$ cat config.mk
export PLATFORM = sky130hd
export DESIGN_NAME = match_scheduler
export DESIGN_NICKNAME = d
export VERILOG_FILES = /design/src/rtl/matcher_pkg.sv /design/src/rtl/match_req_fifo.sv /design/src/rtl/match_scheduler.sv
export SDC_FILE = /design/constraint.sdc
export NUM_CORES = 1
export LEC_CHECK = 0
export ABC_AREA = 1
export ABC_CLOCK_PERIOD_IN_PS = 2140
export CAP_MARGIN = 20
export CELL_PAD_IN_SITES_DETAIL_PLACEMENT = 0
export CELL_PAD_IN_SITES_GLOBAL_PLACEMENT = 1
export CORE_MARGIN = 10
export CORE_UTILIZATION = 40
export DETAILED_ROUTE_END_ITERATION = 10
export HOLD_SLACK_MARGIN = 0.03
export PLACE_DENSITY_LB_ADDON = 0.1
export RECOVER_POWER = 50
export SLEW_MARGIN = 5
export SYNTH_ARGS = -nofsm -noshare
export SYNTH_HDL_FRONTEND = slang
export SYNTH_SLANG_ARGS = --single-unit
$ cat constraint.sdc
create_clock -name clk -period 2.14 [get_ports clk]
set_input_delay 0.214 -clock clk [delete_from_list [all_inputs] [get_ports clk]]
set_output_delay 0.214 -clock clk [all_outputs]
set_load 0.01 [all_outputs]
$ cat src/rtl/matcher_pkg.sv
// Shared types for the matcher subsystem: scheduler state encoding, the
// default-width result record and the address width common to matcher/sram.
// Contents: MATCH_ADDR_WIDTH, MATCH_CYC_WIDTH, sched_state_e, match_rsp_t.
package matcher_pkg;

  // Address width shared by the matcher, its SRAMs and the scheduler.
  localparam int MATCH_ADDR_WIDTH = 4;
  // Default width of the per-job RUN-cycle counter.
  localparam int MATCH_CYC_WIDTH  = 8;

  // Scheduler job sequence: one pass through these states per job.
  typedef enum logic [2:0] {
    ST_IDLE    = 3'd0,
    ST_LAUNCH  = 3'd1,
    ST_RUN     = 3'd2,
    ST_REPORT  = 3'd3,
    ST_RECOVER = 3'd4
  } sched_state_e;

  // Result record at the default widths, for blocks that consume responses.
  typedef struct packed {
    logic [MATCH_ADDR_WIDTH-1:0] addr;
    logic                        found;
    logic                        timeout;
    logic [MATCH_CYC_WIDTH-1:0]  cycles;
  } match_rsp_t;

endpackage

$ cat src/rtl/match_req_fifo.sv
// Request queue for the match scheduler: synchronous FIFO of word start
// addresses with full/empty/count flags.
// Latency: a pushed entry is visible at o_head_dat the cycle after the push.
// Backpressure: pushes while full and pops while empty are ignored.
// Ports: clk, rst_n (sync, active-low), i_push/i_push_dat, i_pop,
//        o_head_dat, o_full, o_empty, o_count.
module match_req_fifo #(
  parameter  int DW    = 4,
  parameter  int DEPTH = 4,
  localparam int PW    = $clog2(DEPTH)
) (
  input  logic          clk,
  input  logic          rst_n,
  input  logic          i_push,
  input  logic [DW-1:0] i_push_dat,
  input  logic          i_pop,
  output logic [DW-1:0] o_head_dat,
  output logic          o_full,
  output logic          o_empty,
  output logic [PW:0]   o_count
);

  logic [DW-1:0] r_mem [DEPTH];
  // Pointers carry one extra wrap bit so full and empty are distinguishable.
  logic [PW:0]   r_wr_ptr;
  logic [PW:0]   r_rd_ptr;
  logic          w_push_ok;
  logic          w_pop_ok;

  assign o_empty   = (r_wr_ptr == r_rd_ptr);
  assign o_full    = (r_wr_ptr[PW] != r_rd_ptr[PW]) &&
                     (r_wr_ptr[PW-1:0] == r_rd_ptr[PW-1:0]);
  assign o_count   = r_wr_ptr - r_rd_ptr;
  assign o_head_dat = r_mem[r_rd_ptr[PW-1:0]];

  assign w_push_ok = i_push & ~o_full;
  assign w_pop_ok  = i_pop & ~o_empty;

  always_ff @(posedge clk) begin
    if (!rst_n) begin
      r_wr_ptr <= '0;
      r_rd_ptr <= '0;
    end else begin
      if (w_push_ok) r_wr_ptr <= r_wr_ptr + 1'b1;
      if (w_pop_ok)  r_rd_ptr <= r_rd_ptr + 1'b1;
    end
  end

  // Storage needs no reset: contents are only read behind a valid pointer.
  always_ff @(posedge clk) begin
    if (w_push_ok) r_mem[r_wr_ptr[PW-1:0]] <= i_push_dat;
  end

endmodule

$ cat src/rtl/match_scheduler.sv
// Job sequencer in front of the matcher: queues word start addresses, runs
// the matcher once per word against the vocab window, guards each run with a
// timeout and returns one result record per job over a valid/ready port.
// Latency: m_cs rises 3 cycles after a request is accepted by an idle block.
// Backpressure: req_ready drops when the queue is full; rsp_ready stalls
// REPORT indefinitely with the record held stable.
// Ports: clk, rst_n (sync, active-low); cfg_vocab_start/end; req_valid/
//        req_ready/req_addr; m_cs, m_*_addr, m_found, m_done; rsp_valid/
//        rsp_ready/rsp_addr/rsp_found/rsp_timeout/rsp_cycles; busy.
module match_scheduler
  import matcher_pkg::*;
#(
  parameter int ADDR_WIDTH     = MATCH_ADDR_WIDTH,
  parameter int QUEUE_DEPTH    = 4,
  parameter int TIMEOUT_CYCLES = 64,
  parameter int CYC_WIDTH      = MATCH_CYC_WIDTH
) (
  input  logic                  clk,
  input  logic                  rst_n,
  input  logic [ADDR_WIDTH-1:0] cfg_vocab_start,
  input  logic [ADDR_WIDTH-1:0] cfg_vocab_end,
  input  logic                  req_valid,
  output logic                  req_ready,
  input  logic [ADDR_WIDTH-1:0] req_addr,
  output logic                  m_cs,
  output logic [ADDR_WIDTH-1:0] m_vocab_start_addr,
  output logic [ADDR_WIDTH-1:0] m_vocab_end_addr,
  output logic [ADDR_WIDTH-1:0] m_input_start_addr,
  input  logic                  m_found,
  input  logic                  m_done,
  output logic                  rsp_valid,
  input  logic                  rsp_ready,
  output logic [ADDR_WIDTH-1:0] rsp_addr,
  output logic                  rsp_found,
  output logic                  rsp_timeout,
  output logic [CYC_WIDTH-1:0]  rsp_cycles,
  output logic                  busy
);

  localparam int CNTW = $clog2(QUEUE_DEPTH) + 1;
  // The timeout is tracked by its own counter so the limit stays reachable
  // independently of how narrow the saturating report counter is.
  localparam int TW = (TIMEOUT_CYCLES > 2) ? $clog2(TIMEOUT_CYCLES) : 1;
  localparam logic [TW-1:0] TMO_LAST = TW'(TIMEOUT_CYCLES - 1);

  typedef struct packed {
    logic [ADDR_WIDTH-1:0] addr;
    logic                  found;
    logic                  timeout;
    logic [CYC_WIDTH-1:0]  cycles;
  } rsp_rec_t;

  function automatic logic [CYC_WIDTH-1:0] sat_inc(input logic [CYC_WIDTH-1:0] v);
    return (&v) ? v : v + 1'b1;
  endfunction

  sched_state_e          r_state;
  logic [ADDR_WIDTH-1:0] r_job_addr;
  logic [ADDR_WIDTH-1:0] r_job_vs;
  logic [ADDR_WIDTH-1:0] r_job_ve;
  logic [CYC_WIDTH-1:0]  r_cyc;
  logic [TW-1:0]         r_tmo;
  rsp_rec_t              r_rsp;
  logic                  r_rsp_vld;
  logic                  r_m_cs;
  logic [ADDR_WIDTH-1:0] r_m_vs;
  logic [ADDR_WIDTH-1:0] r_m_ve;
  logic [ADDR_WIDTH-1:0] r_m_in;

  logic                  w_fifo_full;
  logic                  w_fifo_empty;
  logic [CNTW-1:0]       w_fifo_count;
  logic [ADDR_WIDTH-1:0] w_fifo_head;
  logic                  w_push;
  logic                  w_pop;

  // Held low through reset so nothing is accepted while the queue clears.
  assign req_ready = rst_n & ~w_fifo_full;
  assign w_push    = req_valid & req_ready;
  // The only pop point is the IDLE->LAUNCH transition.
  assign w_pop     = (r_state == ST_IDLE) & ~w_fifo_empty;

  match_req_fifo #(
    .DW    (ADDR_WIDTH),
    .DEPTH (QUEUE_DEPTH)
  ) u_req_fifo (
    .clk        (clk),
    .rst_n      (rst_n),
    .i_push     (w_push),
    .i_push_dat (req_addr),
    .i_pop      (w_pop),
    .o_head_dat (w_fifo_head),
    .o_full     (w_fifo_full),
    .o_empty    (w_fifo_empty),
    .o_count    (w_fifo_count)
  );

  always_ff @(posedge clk) begin
    if (!rst_n) begin
      r_state    <= ST_IDLE;
      r_job_addr <= '0;
      r_job_vs   <= '0;
      r_job_ve   <= '0;
      r_cyc      <= '0;
      r_tmo      <= '0;
      r_rsp      <= '0;
      r_rsp_vld  <= 1'b0;
      r_m_cs     <= 1'b0;
      r_m_vs     <= '0;
      r_m_ve     <= '0;
      r_m_in     <= '0;
    end else begin
      case (r_state)
        ST_IDLE: begin
          if (!w_fifo_empty) begin
            // Window is captured with the job so later cfg writes cannot
            // disturb it.
            r_job_addr <= w_fifo_head;
            r_job_vs   <= cfg_vocab_start;
            r_job_ve   <= cfg_vocab_end;
            r_state    <= ST_LAUNCH;
          end
        end

        ST_LAUNCH: begin
          // Addresses change in the same edge m_cs rises, so they are
          // already stable on the matcher's first enabled cycle.
          r_m_in  <= r_job_addr;
          r_m_vs  <= r_job_vs;
          r_m_ve  <= r_job_ve;
          r_cyc   <= '0;
          r_tmo   <= '0;
          r_m_cs  <= 1'b1;
          r_state <= ST_RUN;
        end

        ST_RUN: begin
          if (m_done) begin
            // Count includes the cycle in which done was sampled; done wins
            // over a coincident timeout.
            r_rsp.addr    <= r_job_addr;
            r_rsp.found   <= m_found;
            r_rsp.timeout <= 1'b0;
            r_rsp.cycles  <= sat_inc(r_cyc);
            r_rsp_vld     <= 1'b1;
            r_m_cs        <= 1'b0;
            r_state       <= ST_REPORT;
          end else if (r_tmo == TMO_LAST) begin
            r_rsp.addr    <= r_job_addr;
            r_rsp.found   <= 1'b0;
            r_rsp.timeout <= 1'b1;
            r_rsp.cycles  <= r_cyc;
            r_rsp_vld     <= 1'b1;
            r_m_cs        <= 1'b0;
            r_state       <= ST_REPORT;
          end else begin
            r_cyc <= sat_inc(r_cyc);
            r_tmo <= r_tmo + 1'b1;
          end
        end

        ST_REPORT: begin
          if (rsp_ready) begin
            r_rsp_vld <= 1'b0;
            r_state   <= ST_RECOVER;
          end
        end

        // Guarantees the matcher sees m_cs low long enough to return idle.
        ST_RECOVER: begin
          r_state <= ST_IDLE;
        end

        default: begin
          r_state   <= ST_IDLE;
          r_m_cs    <= 1'b0;
          r_rsp_vld <= 1'b0;
        end
      endcase
    end
  end

  assign m_cs               = r_m_cs;
  assign m_vocab_start_addr = r_m_vs;
  assign m_vocab_end_addr   = r_m_ve;
  assign m_input_start_addr = r_m_in;

  assign rsp_valid   = r_rsp_vld;
  assign rsp_addr    = r_rsp.addr;
  assign rsp_found   = r_rsp.found;
  assign rsp_timeout = r_rsp.timeout;
  assign rsp_cycles  = r_rsp.cycles;

  assign busy = (r_state != ST_IDLE) || (w_fifo_count != '0);

endmodule

==> impl_summary.txt <==
----------------------------------------------------
[Outcome]
  Run status ... complete, no violations

[Placed design]
  Placed wire-length estimate after detailed placement ... 5.87 mm
  Worst setup timing slack at the placement stage ... 0.0556 ns
  Post-Place Cells ... 578
  Final weighted congestion in routability-driven placement ... 0.779
  Count of input and output buffers ... 47
  Placed inst area ... 4090 sq um

[Power]
  Gate power share ... 36.1%
  Worst IR drop on VDD ... 483 uV
  Cell-internal power ... 2.89 mW
  Fraction of power consumed by sequential logic ... 41.6%
  Switching power share of the total ... 37.8%
  Proportion of power drawn by the clock network ... 22.3%
  Leak Pwr ... 1.72 nW
  Pwr/cell area ... 1090 nW/um^2
  Sw power ... 1.75 mW

[Global route]
  Global-route wire length before repair ... 13.7 mm
  Met2 Track Usage GR ... 19.1%
  Met1 global-route usage ... 17.0%
  Vias in the first global route ... 2800
  Global route total overflow ... 0
  GRT met3 Usage ... 3.86%
  Number of antenna violations at the first check in global routing ... 0
  Global routing usage summed across all routing layers ... 12.9%
  Highest-utilization routing layer at the global route stage ... met2
  Pin count of the biggest net entering global routing ... 40

[Timing]
  Total count of hold-check failures in the final report ... 0
  Aggregate negative setup slack ... 0 ns
  RSZ-0062 raised after global routing ... no
  Slack of the critical path ... 0.133 ns
  Final period demand of the worst path ... 2.01 ns
  Final setup skew ... 0.00892 ns
  Headroom to the max-slew limit ... 64.9%
  Transition time of the tightest slew-check pin ... 0.526 ns
  Crit share post-route ... 93.8%
  Setup violation total in the final timing report ... 0
  Top achievable clock speed ... 498 MHz
  Max-slew violations ... 0

[Setup path]
  Crit path cell chain ... inv_1, ha_1, fa_2, nand4_1, buf_2
  Type of destination of the critical path ... output pin
  R2R cell count ... 8
  CP bufs+invs ... 2
  Crit-path max FO ... 2
  Crit Path Class ... flip-flop to output pin
  Crit-path leading delay family ... adder cells
  Startpoint class of the critical path ... flip-flop
  Delay contributed by the slowest stage of the critical path ... 0.57 ns
  Required time of the worst setup path ... 1.93 ns
  Standard cell with the maximum stage delay on the critical path ... sky130_fd_sc_hd__fa_2
  Arrival time at the worst endpoint ... 1.79 ns
  Number of gates on the worst path with buffers counted ... 5

[Clock tree]
  Number of clock sinks ... 79
  Longest Clk Path Bufs ... 2
  Number of CTS-inserted buffers ... 9
  TritonCTS clock tree ... yes
  Skew-Pair Late Insertion Delay ... 0.35 ns
  CTS HTree Levels ... 3
  Clock slew seen by the registers of the worst setup and hold paths ... 0.09 ns
  Cell at the root of the clock tree ... sky130_fd_sc_hd__clkbuf_8
  Post-CTS setup-driven buffer insertion count ... 0

[Layout]
  Area growth from synthesis to final layout ... 23.0%
  Layout cell share with drive strength beyond 1 ... 10.2%
  Non-filler instance count after layout ... 594
  Most frequent cells in the layout ... sky130_fd_sc_hd__nand2_1, sky130_fd_sc_hd__dfxtp_1, sky130_fd_sc_hd__a21oi_1
  Antenna fix cells ... 0
  Number of nets in the final layout ... 512
  Commonest non-fill, non-tap cell in the layout ... sky130_fd_sc_hd__nand2_1
  Final design area excluding fillers ... 4260 sq um

[Synthesis]
  Synth Net Count ... 456
  Seq/Total Area, Yosys ... 50.3%
  Yosys warns ... 0
  Synthesis-stage register bit count ... 79
  Area fraction of the dominant cell type after synthesis ... 36.4%
  Area of the mapped netlist ... 3460 sq um
  Top cells by area, synth ... sky130_fd_sc_hd__dfxtp_1, sky130_fd_sc_hd__edfxtp_1, sky130_fd_sc_hd__a21oi_1, sky130_fd_sc_hd__nand2_1, sky130_fd_sc_hd__o21ai_0
  Post-Synthesis Mean Instance Area ... 8.09 sq um
  Netlist cell types ... 31
  Post-Synthesis Cells ... 428
  Most area-hungry cell type in the Yosys netlist ... sky130_fd_sc_hd__dfxtp_1

[Route]
  Via count normalized by instance count ... 5.02
  Wirelength per Cell ... 13.9 um
  DRC violations left ... 0
  Number of search-and-repair iterations in the first detailed-routing pass ... 4
  Number of DRC violations after detailed-routing iteration 0 ... 146
  Via count ... 2984
  Antenna Violating Nets Remaining ... 0
  Overall routed net length ... 8.25 mm

[Die]
  Core footprint ... 8340 sq um
  Starting utilization of the core area ... 41.5%
  Die extent in x ... 113 um
  Die boundary height ... 113 um
  Cell row count ... 33
  Total I/O pin count ... 48
  Overall die area ... 12800 sq um

[Hold path]
  Worst Hold Depth ... 3
  Class of the tightest hold or removal check ... primary input to flip-flop

[Run]
  Number of violations of the max-capacitance limit ... 0

----------------------------------------------------
==> per-layer routing <==
| metal | routed length, um | vias up |
|---|---|---|
| li1 | - | 1536 |
| met5 | 0 | - |
| met3 | 501 | 17 |
| met4 | 146 | 0 |
| met2 | 3560 | 67 |
| met1 | 4040 | 1364 |
==> cells in the mapped netlist <==
cell and count:
sky130_fd_sc_hd__clkinv_1 3, sky130_fd_sc_hd__a21oi_4 1, sky130_fd_sc_hd__o211ai_1 1, sky130_fd_sc_hd__dfxtp_1 63
sky130_fd_sc_hd__xnor2_1 1, sky130_fd_sc_hd__inv_2 1, sky130_fd_sc_hd__buf_2 8, sky130_fd_sc_hd__ha_1 9
sky130_fd_sc_hd__buf_6 1, sky130_fd_sc_hd__nor2_2 3, sky130_fd_sc_hd__nand3b_1 1, sky130_fd_sc_hd__nand3_1 30
sky130_fd_sc_hd__buf_4 1, sky130_fd_sc_hd__nor2_1 46, sky130_fd_sc_hd__or2_2 2, sky130_fd_sc_hd__nand3_4 1
sky130_fd_sc_hd__o21ai_1 1, sky130_fd_sc_hd__o21ai_0 43, sky130_fd_sc_hd__inv_1 35, sky130_fd_sc_hd__nand2_2 4
sky130_fd_sc_hd__o22ai_1 4, sky130_fd_sc_hd__a21oi_2 4, sky130_fd_sc_hd__nand4_1 2, sky130_fd_sc_hd__xor2_1 4
sky130_fd_sc_hd__nand2_1 75, sky130_fd_sc_hd__nor3_1 1, sky130_fd_sc_hd__edfxtp_1 16, sky130_fd_sc_hd__o21ai_2 3
sky130_fd_sc_hd__clkbuf_1 6, sky130_fd_sc_hd__a21oi_1 57, sky130_fd_sc_hd__fa_1 1
==> tightest hold or removal path: stages <==
cell and delay [ns]:
sky130_fd_sc_hd__clkdlybuf4s50_1 0.40, sky130_fd_sc_hd__nand3_1 0.08, sky130_fd_sc_hd__a21oi_1 0.06
==> stage by stage <==
step	hold WS (ns)	power (mW)	utilization [%]
3_5_place_dp	0.448	3.73	49.0
5_1_grt	0.454	5.01	51.1
6_report	0.447	4.65	51.1
2_1_floorplan	0.313	3.04	-
4_1_cts	0.431	4.76	51.1
3_3_place_gp	0.441	3.70	49.0
==> flip-flops by register name, summed over array words and instances (netlist names) <==
| name | flops |
|---|---|
| u_req_fifo.r_mem | 16 |
| r_cyc | 8 |
| rsp_cycles | 8 |
| r_tmo | 6 |
| m_input_start_addr | 4 |
| m_vocab_end_addr | 4 |
| m_vocab_start_addr | 4 |
| r_job_addr | 4 |
| r_job_ve | 4 |
| r_job_vs | 4 |
| rsp_addr | 4 |
| r_state | 3 |
| u_req_fifo.r_rd_ptr | 3 |
| u_req_fifo.r_wr_ptr | 3 |
| m_cs | 1 |
| rsp_found | 1 |
| rsp_timeout | 1 |
| rsp_valid | 1 |
==> repair_timing <==
action,CTS,global route
endpoints found under the hold margin,0,0
resized for setup,6,1
setup endpoints to repair,2,1
hold buffers,0,0
==> final cells by class <==
class | count | area, sq um
fill | 840 | 4080
sequential | 79 | 1740
multi-input combinational | 294 | 1500
timing repair buffer | 61 | 569
inverter | 39 | 146
tap | 105 | 131
clock buffer | 9 | 124
clock inverter | 7 | 55.1
==> worst paths after layout <==
| kind | from | to | slack (ns) |
|---|---|---|---|
| worst max-delay path | u_req_fifo.r_wr_ptr[0]$_SDFFE_PN0P_ | busy | 0.13 |
| worst min register to register | r_job_vs[1]$_SDFFE_PN0P_ | r_job_vs[1]$_SDFFE_PN0P_ | 0.46 |
| worst max register to register | r_tmo[0]$_SDFFE_PN0P_ | r_tmo[0]$_SDFFE_PN0P_ | 0.26 |
| worst min-delay path | m_found | rsp_found$_SDFFE_PN0P_ | 0.45 |
==> cell families (layout without fill, tap and decap cells) <==
logic type,Yosys count,after routing,synth area share [%]
AO/OA/AOI/OAI,114,114,17.8
AND/OR/NAND/NOR,165,165,20.3
flip-flops,79,79,50.3
buffers and inverters,55,116,6.57
XOR/XNOR,5,5,1.26
adder cells (fa/ha/maj),10,10,3.83
==> power groups by stage <==
stage | Sequential (mW) | Combinational, mW | Clock, mW
after floorplan | 2.02 | 1.03 | 0
after global placement | 1.97 | 1.74 | 0
after detailed placement | 1.97 | 1.76 | 0
after CTS | 1.94 | 1.75 | 1.07
after global routing | 1.97 | 1.92 | 1.12
final | 1.93 | 1.68 | 1.04
Power figures use the tool's default switching activity.
